--- src/rtl/sorter_block_loader.sv ---
// sorter_block_loader
//   Upstream feeder for the compare-and-swap sorting network. It collects a
//   serial valid/ready element stream into one N-lane block and hands that
//   block downstream over a valid/ready interface. A block that closes early
//   (in_last_i before N elements) has its remaining lanes filled with the
//   largest value of the element type, so an ascending network sorts the
//   pads into the top lanes.
//
// Ports
//   clk_i        clock
//   rstn_i       asynchronous active-low reset
//   sign_i       0 = unsigned, 1 = signed; taken from the first element only
//   in_valid_i   input element valid
//   in_ready_o   loader can accept an element (high in FILL)
//   in_data_i    input element
//   in_last_i    element closes the current block
//   out_valid_o  block available (high in HOLD)
//   out_ready_i  downstream accepts the block
//   out_data_o   lane i = bits [i*DATAWIDTH +: DATAWIDTH]
//   out_sign_o   sign mode of the block
//   out_count_o  number of real (non-pad) elements, 1..N
module sorter_block_loader #(
    parameter int DATAWIDTH = 8,
    parameter int N         = 8,
    parameter int CW        = $clog2(N) + 1
) (
    input  logic                   clk_i,
    input  logic                   rstn_i,
    input  logic                   sign_i,
    input  logic                   in_valid_i,
    output logic                   in_ready_o,
    input  logic [DATAWIDTH-1:0]   in_data_i,
    input  logic                   in_last_i,
    output logic                   out_valid_o,
    input  logic                   out_ready_i,
    output logic [N*DATAWIDTH-1:0] out_data_o,
    output logic                   out_sign_o,
    output logic [CW-1:0]          out_count_o
);

    localparam int IW = $clog2(N);

    typedef enum logic {
        FILL = 1'b0,
        HOLD = 1'b1
    } state_t;

    state_t                 state_q, state_d;
    logic [IW-1:0]          idx_q, idx_d;
    logic [N*DATAWIDTH-1:0] data_d;
    logic                   sign_d;
    logic [CW-1:0]          count_d;

    logic                   accept;
    logic                   close;
    logic                   block_sign;
    logic [DATAWIDTH-1:0]   pad;

    // Handshake outputs depend on registered state only.
    assign in_ready_o  = (state_q == FILL);
    assign out_valid_o = (state_q == HOLD);

    assign accept = in_valid_i && (state_q == FILL);
    assign close  = accept && (in_last_i || (idx_q == IW'(N - 1)));

    // On the first element the latched sign is not yet written, so the pad
    // must use the incoming sign directly in that case.
    assign block_sign = (idx_q == '0) ? sign_i : out_sign_o;
    assign pad        = {~block_sign, {(DATAWIDTH - 1){1'b1}}};

    always_comb begin
        state_d = state_q;
        idx_d   = idx_q;
        data_d  = out_data_o;
        sign_d  = out_sign_o;
        count_d = out_count_o;
        case (state_q)
            FILL: begin
                if (accept) begin
                    if (idx_q == '0) begin
                        sign_d = sign_i;
                    end
                    for (int unsigned i = 0; i < N; i++) begin
                        if (IW'(i) == idx_q) begin
                            data_d[i*DATAWIDTH +: DATAWIDTH] = in_data_i;
                        end else if (close && (IW'(i) > idx_q)) begin
                            data_d[i*DATAWIDTH +: DATAWIDTH] = pad;
                        end
                    end
                    if (close) begin
                        count_d = {1'b0, idx_q} + CW'(1);
                        idx_d   = '0;
                        state_d = HOLD;
                    end else begin
                        idx_d = idx_q + IW'(1);
                    end
                end
            end
            HOLD: begin
                if (out_ready_i) begin
                    state_d = FILL;
                end
            end
            default: state_d = FILL;
        endcase
    end

    always_ff @(posedge clk_i or negedge rstn_i) begin
        if (!rstn_i) begin
            state_q <= FILL;
        end else begin
            state_q <= state_d;
        end
    end

    always_ff @(posedge clk_i or negedge rstn_i) begin
        if (!rstn_i) begin
            idx_q       <= '0;
            out_data_o  <= '0;
            out_sign_o  <= 1'b0;
            out_count_o <= '0;
        end else begin
            idx_q       <= idx_d;
            out_data_o  <= data_d;
            out_sign_o  <= sign_d;
            out_count_o <= count_d;
        end
    end

endmodule

--- config.mk ---
export PLATFORM = sky130hd
export DESIGN_NAME = sorter_block_loader
export DESIGN_NICKNAME = d
export VERILOG_FILES = /design/src/rtl/sorter_block_loader.sv
export SDC_FILE = /design/constraint.sdc
export NUM_CORES = 1
export LEC_CHECK = 0
export ABC_AREA = 1
export BUFFER_PORTS_ARGS = -buffer_cell sky130_fd_sc_hd__clkbuf_2
export CORE_ASPECT_RATIO = 1.4
export CORE_MARGIN = 4
export CORE_UTILIZATION = 43
export DETAILED_ROUTE_END_ITERATION = 12
export GPL_TIMING_DRIVEN = 0
export PLACE_DENSITY = 0.67
export SYNTH_ARGS = -nofsm -noshare
export SYNTH_HDL_FRONTEND = slang
export SYNTH_SLANG_ARGS = --single-unit
--- constraint.sdc ---
create_clock -name clk_i -period 3.5 [get_ports clk_i]
set_input_delay 0.175 -clock clk_i [delete_from_list [all_inputs] [get_ports clk_i]]
set_output_delay 0.175 -clock clk_i [all_outputs]
set_load 0.02 [all_outputs]
==> load_flow_metrics.sql <==
INSERT INTO impl_metrics (metric_group, metric, value, unit) VALUES
('run_status', 'outcome', 'complete, no violations', ''),
('drt', 'drt_wl_total', '8014', 'um'),
('floorplanning', 'die-height', '110.1', 'um'),
('clock_network', 'post_cts_resized', '0', ''),
('cells_and_area', 'final-seq-area', '1827', 'sq um'),
('sta', 'finalCriticalPeriod', '1.886', 'ns'),
('sta', 'rsz0062_at_grt', 'false', ''),
('critical_path', 'req_time_crit_path', '3.74', 'ns'),
('sta', 'timing.final.ws_setup', '1.614', 'ns'),
('cells_and_area', 'multi_input_comb_area', '1242', 'sq um'),
('synthesis', 'list_of_most_frequent_post_synthesis_cells', 'sky130_fd_sc_hd__nor2_1 (105), sky130_fd_sc_hd__nand2_1 (83), sky130_fd_sc_hd__dfrtp_1 (73), sky130_fd_sc_hd__nand3_1 (30), sky130_fd_sc_hd__inv_1 (23)', ''),
('global_routing', 'grt_pass1_wl', '13280', 'um'),
('clock_network', 'cts_made_buffers', '9', ''),
('cells_and_area', 'post-route-util', '54.40', '%'),
('power_and_ir_drop', 'p_total', '0.003553', 'W'),
('clock_network', 'cts.repair_timing.setup_buffer_count', '0', ''),
('clock_network', 'number_of_clock_sinks', '73', ''),
('synthesis', 'synth_seq_area_share', '57.01', '%'),
('global_routing', 'vias_in_the_first_global_route', '2724', ''),
('synthesis', 'post-synth-top-count-cell', 'sky130_fd_sc_hd__nor2_1', ''),
('synthesis', 'postSynthNetCount', '393', ''),
('sta', 'setup_tns', '0', 'ns'),
('global_routing', 'initial_antenna_violation_count', '0', ''),
('cells_and_area', 'nets', '491', ''),
('drt', 'vias', '2752', ''),
('sta', 'hold_viol', '0', ''),
('clock_network', 'worst_case_clock_buffer_depth', '2', ''),
('synthesis', 'synth.area.top_cells', 'sky130_fd_sc_hd__dfrtp_1 (57%), sky130_fd_sc_hd__nor2_1 (12%), sky130_fd_sc_hd__nand2_1 (9.7%)', ''),
('global_routing', 'globalRouteTotalUtil', '19.75', '%'),
('sta', 'final_worst_clock_skew', '0.006597', 'ns'),
('floorplanning', 'die-area', '8916', 'sq um'),
('synthesis', 'synth_flop_type', 'sky130_fd_sc_hd__dfrtp_1', ''),
('cells_and_area', 'synthToLayoutAreaGrowth', '24.17', '%'),
('critical_path', 'critical_path.startpoint_type', 'flip-flop', ''),
('clock_network', 'worstSkewPairLatency', '0.35', 'ns'),
('cells_and_area', 'antenna_fix_cells', '0', ''),
('global_routing', 'grt_overflow_total', '0', ''),
('floorplanning', 'pin_count', '85', ''),
('synthesis', 'syn_area', '3204', 'sq um'),
('cells_and_area', 'drive_above_1_share', '27.10', '%'),
('power_and_ir_drop', 'static-leakage-power', '2.023', 'nW'),
('cells_and_area', 'layout.filler_cells', '748', ''),
('drt', 'number_of_search_and_repair_iterations_in_the_first_detailed_routing_pass', '4', ''),
('synthesis', 'synth_area_per_cell', '8.545', 'sq um'),
('clock_network', 'cts_tree', 'done', ''),
('sta', 'post-route-period-util', '53.89', '%'),
('clock_network', 'cts-htree-levels', '3', ''),
('critical_path', 'end_kind', 'flip-flop', ''),
('sta', 'maxSlewViolCount', '0', ''),
('synthesis', 'synthDominantAreaCellType', 'sky130_fd_sc_hd__dfrtp_1', ''),
('power_and_ir_drop', 'power_density', '893.1', 'nW/um^2'),
('power_and_ir_drop', 'peakVddDrop', '0.3572', 'mV'),
('placed_design', 'post-place-cells', '557', ''),
('placed_design', 'detailedPlacementHpwl', '5831', 'um'),
('synthesis', 'post-synth-top-area-fraction', '57.01', '%'),
('synthesis', 'ys_async_sr_fraction', '100.0', '%'),
('drt', 'drt_drc_violations_left', '0', ''),
('critical_path', 'cp_max_fo', '8', ''),
('sta', 'finalSetupViolCount', '0', ''),
('synthesis', 'synthDistinctLibCells', '20', ''),
('clock_network', 'root_buffer', 'sky130_fd_sc_hd__clkbuf_8', ''),
('drt', 'route.detailed.wl_per_inst', '13.99', 'um'),
('synthesis', 'edff_count_synth', '0', ''),
('drt', 'via_per_inst', '4.803', ''),
('synthesis', 'ys_warns', '0', ''),
('critical_path', 'arrival', '2.13', 'ns'),
('drt', 'initialDrtViolationCount', '153', ''),
('worst_hold_path', 'worst_hold_path_type', 'in2reg', ''),
('drt', 'ant_nets', '0', ''),
('synthesis', 'syn-instance-count', '375', ''),
('floorplanning', 'row_count', '37', '');
## what timing repair did
action | CTS | global route
endpoints found under the hold margin | 74 | 0
setup endpoints to repair | 0 | 0
hold buffers | 2 | 0
## layout by cell type (no fill, tap or decap), types with 2 or more instances in the layout
master,instances
sky130_fd_sc_hd__nor2_1,105
sky130_fd_sc_hd__nand2_1,83
sky130_fd_sc_hd__clkbuf_2,83
sky130_fd_sc_hd__dfrtp_1,73
sky130_fd_sc_hd__nand3_1,30
sky130_fd_sc_hd__inv_1,23
sky130_fd_sc_hd__o21ai_0,14
sky130_fd_sc_hd__nand2_2,11
sky130_fd_sc_hd__clkbuf_8,10
sky130_fd_sc_hd__a21oi_1,9
sky130_fd_sc_hd__o21ai_2,7
sky130_fd_sc_hd__ha_1,4
sky130_fd_sc_hd__inv_2,3
sky130_fd_sc_hd__clkinv_2,3
sky130_fd_sc_hd__buf_4,2
sky130_fd_sc_hd__nand2_4,2
sky130_fd_sc_hd__buf_6,2
sky130_fd_sc_hd__o22ai_1,2
sky130_fd_sc_hd__dlygate4sd3_1,2
## critical path: stages (launching register included)
cell and delay [ns]:
sky130_fd_sc_hd__dfrtp_1 0.48, sky130_fd_sc_hd__ha_1 0.23, sky130_fd_sc_hd__ha_1 0.21, sky130_fd_sc_hd__nor2_1 0.21, sky130_fd_sc_hd__nor2_4 0.10, sky130_fd_sc_hd__nand2_1 0.15, sky130_fd_sc_hd__nand2_1 0.20, sky130_fd_sc_hd__nor2_1 0.14
sky130_fd_sc_hd__nor2_1 0.05
## per-stage QoR
step           hold WS, ns  cell area, sq um
6_report            0.1922              3979
5_1_grt             0.1986              3979
4_1_cts             0.1854              3979
3_5_place_dp       0.04809              3776
3_3_place_gp        0.3631              3746
2_1_floorplan      -0.1206              3204
## path summary, 6_finish.rpt
check,start,to,slack (ns),depth (start not counted)
max,idx_q[1]$_DFFE_PN0P_,out_data_o[19]$_DFFE_PN0P_,1.61,8
min in group asynchronous,rstn_i,out_data_o[17]$_DFFE_PN0P_,0.21,2
min reg2reg,out_count_o[0]$_DFFE_PN0P_,out_count_o[0]$_DFFE_PN0P_,0.49,2
max in group asynchronous,rstn_i,out_data_o[11]$_DFFE_PN0P_,2.75,3
max reg2reg,idx_q[1]$_DFFE_PN0P_,out_data_o[19]$_DFFE_PN0P_,1.61,8
min,in_valid_i,out_sign_o$_DFFE_PN0P_,0.19,3
## cells by family after synthesis
family	share of synthesized area, %
AO/OA/AOI/OAI	6.365
adder cells (fa/ha/maj)	1.562
buffers and inverters	4.217
flip-flops	57.01
AND/OR/NAND/NOR	30.85
## sequential cells by signal, summed over array words and instances, names as in the netlist
| name | flops |
|---|---|
| idx_q | 3 |
| out_valid_o | 1 |
| out_data_o | 64 |
| out_count_o | 4 |
| out_sign_o | 1 |
## metal layers
layer | track usage [%] | vias up | routed length (um)
li1 | - | 1374 | -
met1 | 24.88 | 1302 | 3363
met2 | 32.26 | 65 | 4051
met3 | 5.041 | 11 | 449
met4 | 7.971 | 0 | 149
met5 | 0 | - | 0
## power by group
group          internal [W]  total (W)  switching, W
Sequential          0.00116    0.00135      0.000195
Combinational      0.000502    0.00156       0.00106
Clock              0.000337   0.000638      0.000301
## layout make-up
class | count | area share (%)
flip-flops and latches | 73 | 45.91
inverters | 26 | 2.453
plain buffers | 4 | 0.9434
clock buffers | 10 | 3.459
repair buffers | 87 | 11.82
multi-input cells | 272 | 31.23
clock inverters | 4 | 1.132
well taps | 97 | 3.050
Note: power is estimated with default switching activity, not from simulation.
